## src/rtl/lpc_coef_quantizer.sv

```systemverilog
// Buffers one set of float LPC coefficients, picks a common shift from the largest exponent,
// and emits saturated, rounded fixed-point coefficients one per enabled cycle.
module lpc_coef_quantizer #(
    parameter int ORDER       = 12,
    parameter int PRECISION   = 15,
    parameter int MAX_SHIFT   = 15,
    parameter int SHIFT_WIDTH = 5,
    localparam int IDXW       = (ORDER > 1) ? $clog2(ORDER) : 1
) (
    input  logic                   iClock,
    input  logic                   iReset,
    input  logic                   iEnable,
    input  logic                   iValid,
    input  logic [31:0]            iCoef,
    output logic                   oReady,
    output logic                   oValid,
    output logic [PRECISION-1:0]   oCoef,
    output logic [IDXW-1:0]        oIndex,
    output logic [SHIFT_WIDTH-1:0] oShift,
    output logic                   oDone
);

    localparam int MW = PRECISION + 26;
    localparam logic [PRECISION-1:0] QMAX = {1'b0, {(PRECISION-1){1'b1}}};
    localparam logic [PRECISION-1:0] QMIN = {1'b1, {(PRECISION-1){1'b0}}};
    localparam logic [IDXW-1:0]      LAST = IDXW'(ORDER - 1);

    typedef enum logic [2:0] {S_IDLE, S_LOAD, S_CALC, S_EMIT, S_DONE} state_t;

    state_t                 state_q, state_d;
    logic [IDXW-1:0]        cnt_q, cnt_d;
    logic [7:0]             maxe_q, maxe_d;
    logic [31:0]            buf_q [ORDER];
    logic                   valid_q, valid_d;
    logic                   done_q, done_d;
    logic [PRECISION-1:0]   coef_q, coef_d;
    logic [IDXW-1:0]        idx_q, idx_d;
    logic [SHIFT_WIDTH-1:0] shift_q, shift_d;

    logic [7:0]             in_e8;
    logic [SHIFT_WIDTH-1:0] shift_calc;
    int                     s_raw;
    int                     s_clamped;

    logic [31:0]            cur;
    logic [7:0]             cur_e8;
    logic [23:0]            cur_m;
    int                     t;
    logic [MW-1:0]          mag;
    logic                   sat;
    logic                   big;
    logic [PRECISION-1:0]   qval;

    assign oReady = (state_q == S_IDLE) || (state_q == S_LOAD);
    assign oValid = valid_q;
    assign oDone  = done_q;
    assign oCoef  = coef_q;
    assign oIndex = idx_q;
    assign oShift = shift_q;
    assign in_e8  = iCoef[30:23];

    // Exponent 0 never raises the running max, so an all-zero set leaves maxe_q at 0.
    always_comb begin
        s_raw     = PRECISION + 125 - int'(maxe_q);
        s_clamped = s_raw;
        if (maxe_q == 8'd0) begin
            s_clamped = 0;
        end else if (s_raw < 0) begin
            s_clamped = 0;
        end else if (s_raw > MAX_SHIFT) begin
            s_clamped = MAX_SHIFT;
        end
        shift_calc = SHIFT_WIDTH'(s_clamped);
    end

    always_comb begin
        cur    = buf_q[cnt_q];
        cur_e8 = cur[30:23];
        cur_m  = {1'b1, cur[22:0]};
        t      = int'(cur_e8) + int'(shift_q) - 150;
        mag    = '0;
        sat    = 1'b0;
        if (t >= 0) begin
            // Any left shift beyond PRECISION is already far past qmax.
            if (t > PRECISION) begin
                sat = 1'b1;
            end else begin
                mag = MW'(cur_m) << t;
            end
        end else if (t >= -25) begin
            mag = (MW'(cur_m) + (MW'(1) << (-t - 1))) >> (-t);
        end
        big  = sat || (mag > MW'(QMAX));
        qval = '0;
        if (cur_e8 == 8'hFF) begin
            qval = cur[31] ? QMIN : QMAX;
        end else if (cur_e8 != 8'd0) begin
            if (cur[31]) begin
                qval = big ? QMIN : -mag[PRECISION-1:0];
            end else begin
                qval = big ? QMAX : mag[PRECISION-1:0];
            end
        end
    end

    always_comb begin
        state_d = state_q;
        cnt_d   = cnt_q;
        maxe_d  = maxe_q;
        valid_d = 1'b0;
        done_d  = 1'b0;
        coef_d  = coef_q;
        idx_d   = idx_q;
        shift_d = shift_q;
        case (state_q)
            S_IDLE: begin
                if (iValid) begin
                    maxe_d = in_e8;
                    if (ORDER == 1) begin
                        cnt_d   = '0;
                        state_d = S_CALC;
                    end else begin
                        cnt_d   = IDXW'(1);
                        state_d = S_LOAD;
                    end
                end
            end
            S_LOAD: begin
                if (iValid) begin
                    if (in_e8 > maxe_q) begin
                        maxe_d = in_e8;
                    end
                    if (cnt_q == LAST) begin
                        cnt_d   = '0;
                        state_d = S_CALC;
                    end else begin
                        cnt_d = cnt_q + 1'b1;
                    end
                end
            end
            S_CALC: begin
                shift_d = shift_calc;
                cnt_d   = '0;
                state_d = S_EMIT;
            end
            S_EMIT: begin
                valid_d = 1'b1;
                coef_d  = qval;
                idx_d   = cnt_q;
                if (cnt_q == LAST) begin
                    cnt_d   = '0;
                    state_d = S_DONE;
                end else begin
                    cnt_d = cnt_q + 1'b1;
                end
            end
            S_DONE: begin
                done_d  = 1'b1;
                state_d = S_IDLE;
            end
            default: state_d = S_IDLE;
        endcase
    end

    always_ff @(posedge iClock) begin
        if (!iReset) begin
            state_q <= S_IDLE;
            cnt_q   <= '0;
            maxe_q  <= '0;
            valid_q <= 1'b0;
            done_q  <= 1'b0;
            coef_q  <= '0;
            idx_q   <= '0;
            shift_q <= '0;
            for (int i = 0; i < ORDER; i++) begin
                buf_q[i] <= '0;
            end
        end else if (iEnable) begin
            state_q <= state_d;
            cnt_q   <= cnt_d;
            maxe_q  <= maxe_d;
            valid_q <= valid_d;
            done_q  <= done_d;
            coef_q  <= coef_d;
            idx_q   <= idx_d;
            shift_q <= shift_d;
            if (oReady && iValid) begin
                buf_q[cnt_q] <= iCoef;
            end
        end
    end

endmodule

```

## config.mk

```make
export PLATFORM = sky130hd
export DESIGN_NAME = lpc_coef_quantizer
export DESIGN_NICKNAME = d
export VERILOG_FILES = /design/src/rtl/lpc_coef_quantizer.sv
export SDC_FILE = /design/constraint.sdc
export NUM_CORES = 1
export LEC_CHECK = 0
export BUFFER_PORTS_ARGS = -buffer_cell sky130_fd_sc_hd__buf_2
export CORE_ASPECT_RATIO = 1.5
export CORE_MARGIN = 1
export CORE_UTILIZATION = 50
export CTS_CLUSTER_SIZE = 8
export DETAILED_ROUTE_END_ITERATION = 10
export PLACE_DENSITY = 0.75
export SYNTH_ARGS = -nofsm -noshare
export SYNTH_HDL_FRONTEND = slang
export SYNTH_SLANG_ARGS = --single-unit
```

## constraint.sdc

```tcl
create_clock -name iClock -period 17.5 [get_ports iClock]
set_clock_uncertainty 0.05 [all_clocks]
set_input_delay 2.625 -clock iClock [delete_from_list [all_inputs] [get_ports iClock]]
set_output_delay 2.625 -clock iClock [all_outputs]
set_load 0.005 [all_outputs]
```

==> impl_metrics.py <==
metrics = {
    "status": {
        "run_status": "finished clean",
    },
    "placement": {
        "dp_cells": 3220,
        "place_area_um2": 32000,
        "port_buffers": 62,
        "gp_congestion": 1.05,
        "hpwlAfterDp_um": 59600,
    },
    "clock_network": {
        "postCtsHoldBufs": 0,
        "post_cts_buffers": 0,
        "cts.sinks": 557,
        "cts_resized": 0,
        "cts_tree": "yes",
        "htreeDepth": 3,
        "numCtsBuffers": 80,
        "root_buffer": "clkbuf_16",
        "clk_pin_slew_ns": 0.05,
        "clockBufferDepth": 3,
        "insertion_delay_ns": 0.65,
    },
    "synth": {
        "syn-cell-area_um2": 30800,
        "ys_ff_latch": 557,
        "synthCells": 2491,
        "async_reset_ff_share_pct": 0,
        "synth.avg_cell_area_um2": 12.4,
        "synth_edf_count": 512,
        "synth_ff_type": "edfxtp_1",
        "synth_top_area_share_pct": 50.0,
        "synth_area_leaders": "edfxtp_1 (50%), mux4_2 (12%), and2_1 (7.8%)",
        "synth_cell_types": 101,
        "yosysTopAreaCell": "edfxtp_1",
        "synthesis.nets": 2589,
        "yosysSeqAreaShare_pct": 52.9,
        "ys_warn_count": 0,
    },
    "grt": {
        "grt_util_all_layers_pct": 30.6,
        "antenna_found_initial": 3,
        "globalRouteOverflowTotal": 0,
        "grt_pass1_wl_um": 141000,
        "grt_pass1_vias": 22700,
        "grt_max_degree": 62,
    },
    "floorplanning": {
        "coreArea_um2": 61000,
        "rows": 111,
        "die_y_um": 306,
        "die_w_um": 205,
        "ios": 63,
        "start_util_pct": 50.5,
        "fp.dieArea_um2": 62600,
    },
    "detailed_routing": {
        "post_drt_wl_per_cell_um": 28.4,
        "ant_nets": 0,
        "drc": 0,
        "vias_per_cell": 6.66,
        "wl_um": 94500,
        "first_iter_violations": 2710,
        "first_pass_iters": 6,
        "vias": 22100,
    },
    "timing": {
        "relSlewSlack_pct": 19.2,
        "max_freq_ghz": 0.0620,
        "grt_setup_unrepaired": "no",
        "slew_violations": 0,
        "setup_tns_ns": 0,
        "finalHoldViolCount": 0,
        "period_share_pct": 92.1,
        "finalCriticalPeriod_ns": 16.12,
        "tightestPinTransition_ns": 1.18,
        "setup_viol": 0,
    },
    "power": {
        "p_total_w": 0.00362,
        "p_leak_nw": 12.0,
        "peakVddDrop_mv": 0.0785,
        "power.density_nw_per_um2": 106,
    },
    "worst_setup_path": {
        "worstSetupEndpointType": "flop",
        "cp-start-kind": "flop",
        "cp.arrival_ns": 16.60,
        "crit_buf_inv": 3,
        "path_class": "flop to flop",
        "critPathTopFamily": "compound AO/OA/AOI/OAI gates",
        "crit_required_ns": 17.98,
        "crit_slowest_cell": "a2111oi_1",
        "worst_path_largest_cell_delay_ns": 0.98,
        "crit_top_cell": "ha_1",
        "critPathMaxFanout": 41,
    },
    "final_layout": {
        "seq_area_um2": 16300,
        "final_layout_size_suffix_gt1_share_pct": 18.1,
        "fin_area_um2": 34200,
        "fillers": 4728,
        "multiInputGateArea_um2": 13800,
        "final_cells": 3325,
        "synthToLayoutAreaGrowth_pct": 11.1,
        "finalNetCount": 2609,
        "final_cell_mix": "edfxtp_1 (512), and2_1 (383), mux4_2 (169)",
        "utilization_pct": 56.1,
        "final_common_cell": "edfxtp_1",
    },
    "job": {
        "drv_cap": 0,
    },
    "hold_path": {
        "hp-class": "flop to flop",
    },
}
-- report_power, final --
part           switching, W  total, W  internal [W]
clock network      0.000559   0.00139      0.000832
logic              0.000481  0.000722      0.000242
registers         0.0000197   0.00151       0.00149
-- logic make-up (layout without fill, tap and decap cells) --
kind of cell,after synthesis,in the layout,share of synthesized area (%)
compound gates,443,443,10.1
xor+xnor,28,28,0.842
fa+ha+maj,62,62,2.57
buf+inv,226,266,2.82
flops,557,557,52.9
mux,209,209,13.7
other cells,0,3,0
simple gates,966,966,17.1
-- final timing paths --
path / slack (ns) / depth (start not counted) / startpoint / endpoint
worst max-delay path: 1.38 / 41 / flop / oCoef[4]
worst min-delay path: 0.40 / 2 / oCoef[3] / oCoef[3]
worst max register to register: 1.38 / 41 / flop / oCoef[4]
worst min register to register: 0.40 / 2 / oCoef[3] / oCoef[3]
-- final cells by class --
cell class,instances,area share [%]
Antenna cell,3,0.0219
Tap cell,791,2.89
Timing Repair Buffer,115,2.07
Sequential cell,557,47.6
Clock buffer,94,6.07
Clock inverter,8,0.428
Multi-Input combinational cell,1708,40.4
Inverter,49,0.538
-- stage by stage --
stage | worst slack, ns | hold WS (ns)
after floorplan | 2.97 | 0.394
after global placement | 2.17 | 0.387
after detailed placement | 2.03 | 0.398
after CTS | 1.96 | 0.409
after global routing | 0.682 | 0.437
final | 1.38 | 0.402
-- worst min-delay path, stage by stage, from the launching register on --
cell,delay (ns)
dfxtp_1,0.32
nand2_1,0.05
o21ai_0,0.06
-- sequential cells by signal, indices dropped and copies added, names as in the netlist, named ones only --
signal   count
buf_q      512
cnt_q        4
maxe_q       8
oCoef       15
oDone        1
oIndex       4
oShift       5
oValid       1
state_q      3
-- synth_stat cells (8+ instances only) --
cell type	instances
xor2_1	8
inv_1	46
or4_1	8
o21a_1	16
nor2_1	132
ha_1	60
a211oi_1	26
o21ai_1	9
mux2i_1	33
a21o_1	18
nand2_1	159
or2_2	18
o22ai_1	12
and2_1	383
o211ai_1	23
o31a_1	8
o221ai_1	8
nor4_1	27
a2111oi_0	10
nor3_1	81
clkbuf_1	155
a22oi_1	8
nand3_1	44
nand2b_1	23
nor2b_1	10
buf_1	13
edfxtp_1	512
o31ai_1	11
and3_1	11
or3_1	13
xnor2_1	19
o21ai_0	71
dfxtp_1	45
a31oi_1	25
a21oi_1	93
mux4_2	169
a2bb2oi_1	8
nand4_1	19
-- layer usage --
metal | share of wire, % | vias to the layer above | wire, um | global-route usage [%]
li1 | - | 9564 | - | -
met1 | 34 | 11000 | 32200 | 33.9
met2 | 52 | 1241 | 49100 | 53.5
met3 | 7.3 | 348 | 6870 | 4.99
met4 | 6.7 | 2 | 6380 | 20.5
met5 | 0.014 | - | 13 | 0
No activity file was read; power rests on OpenSTA's default activity.
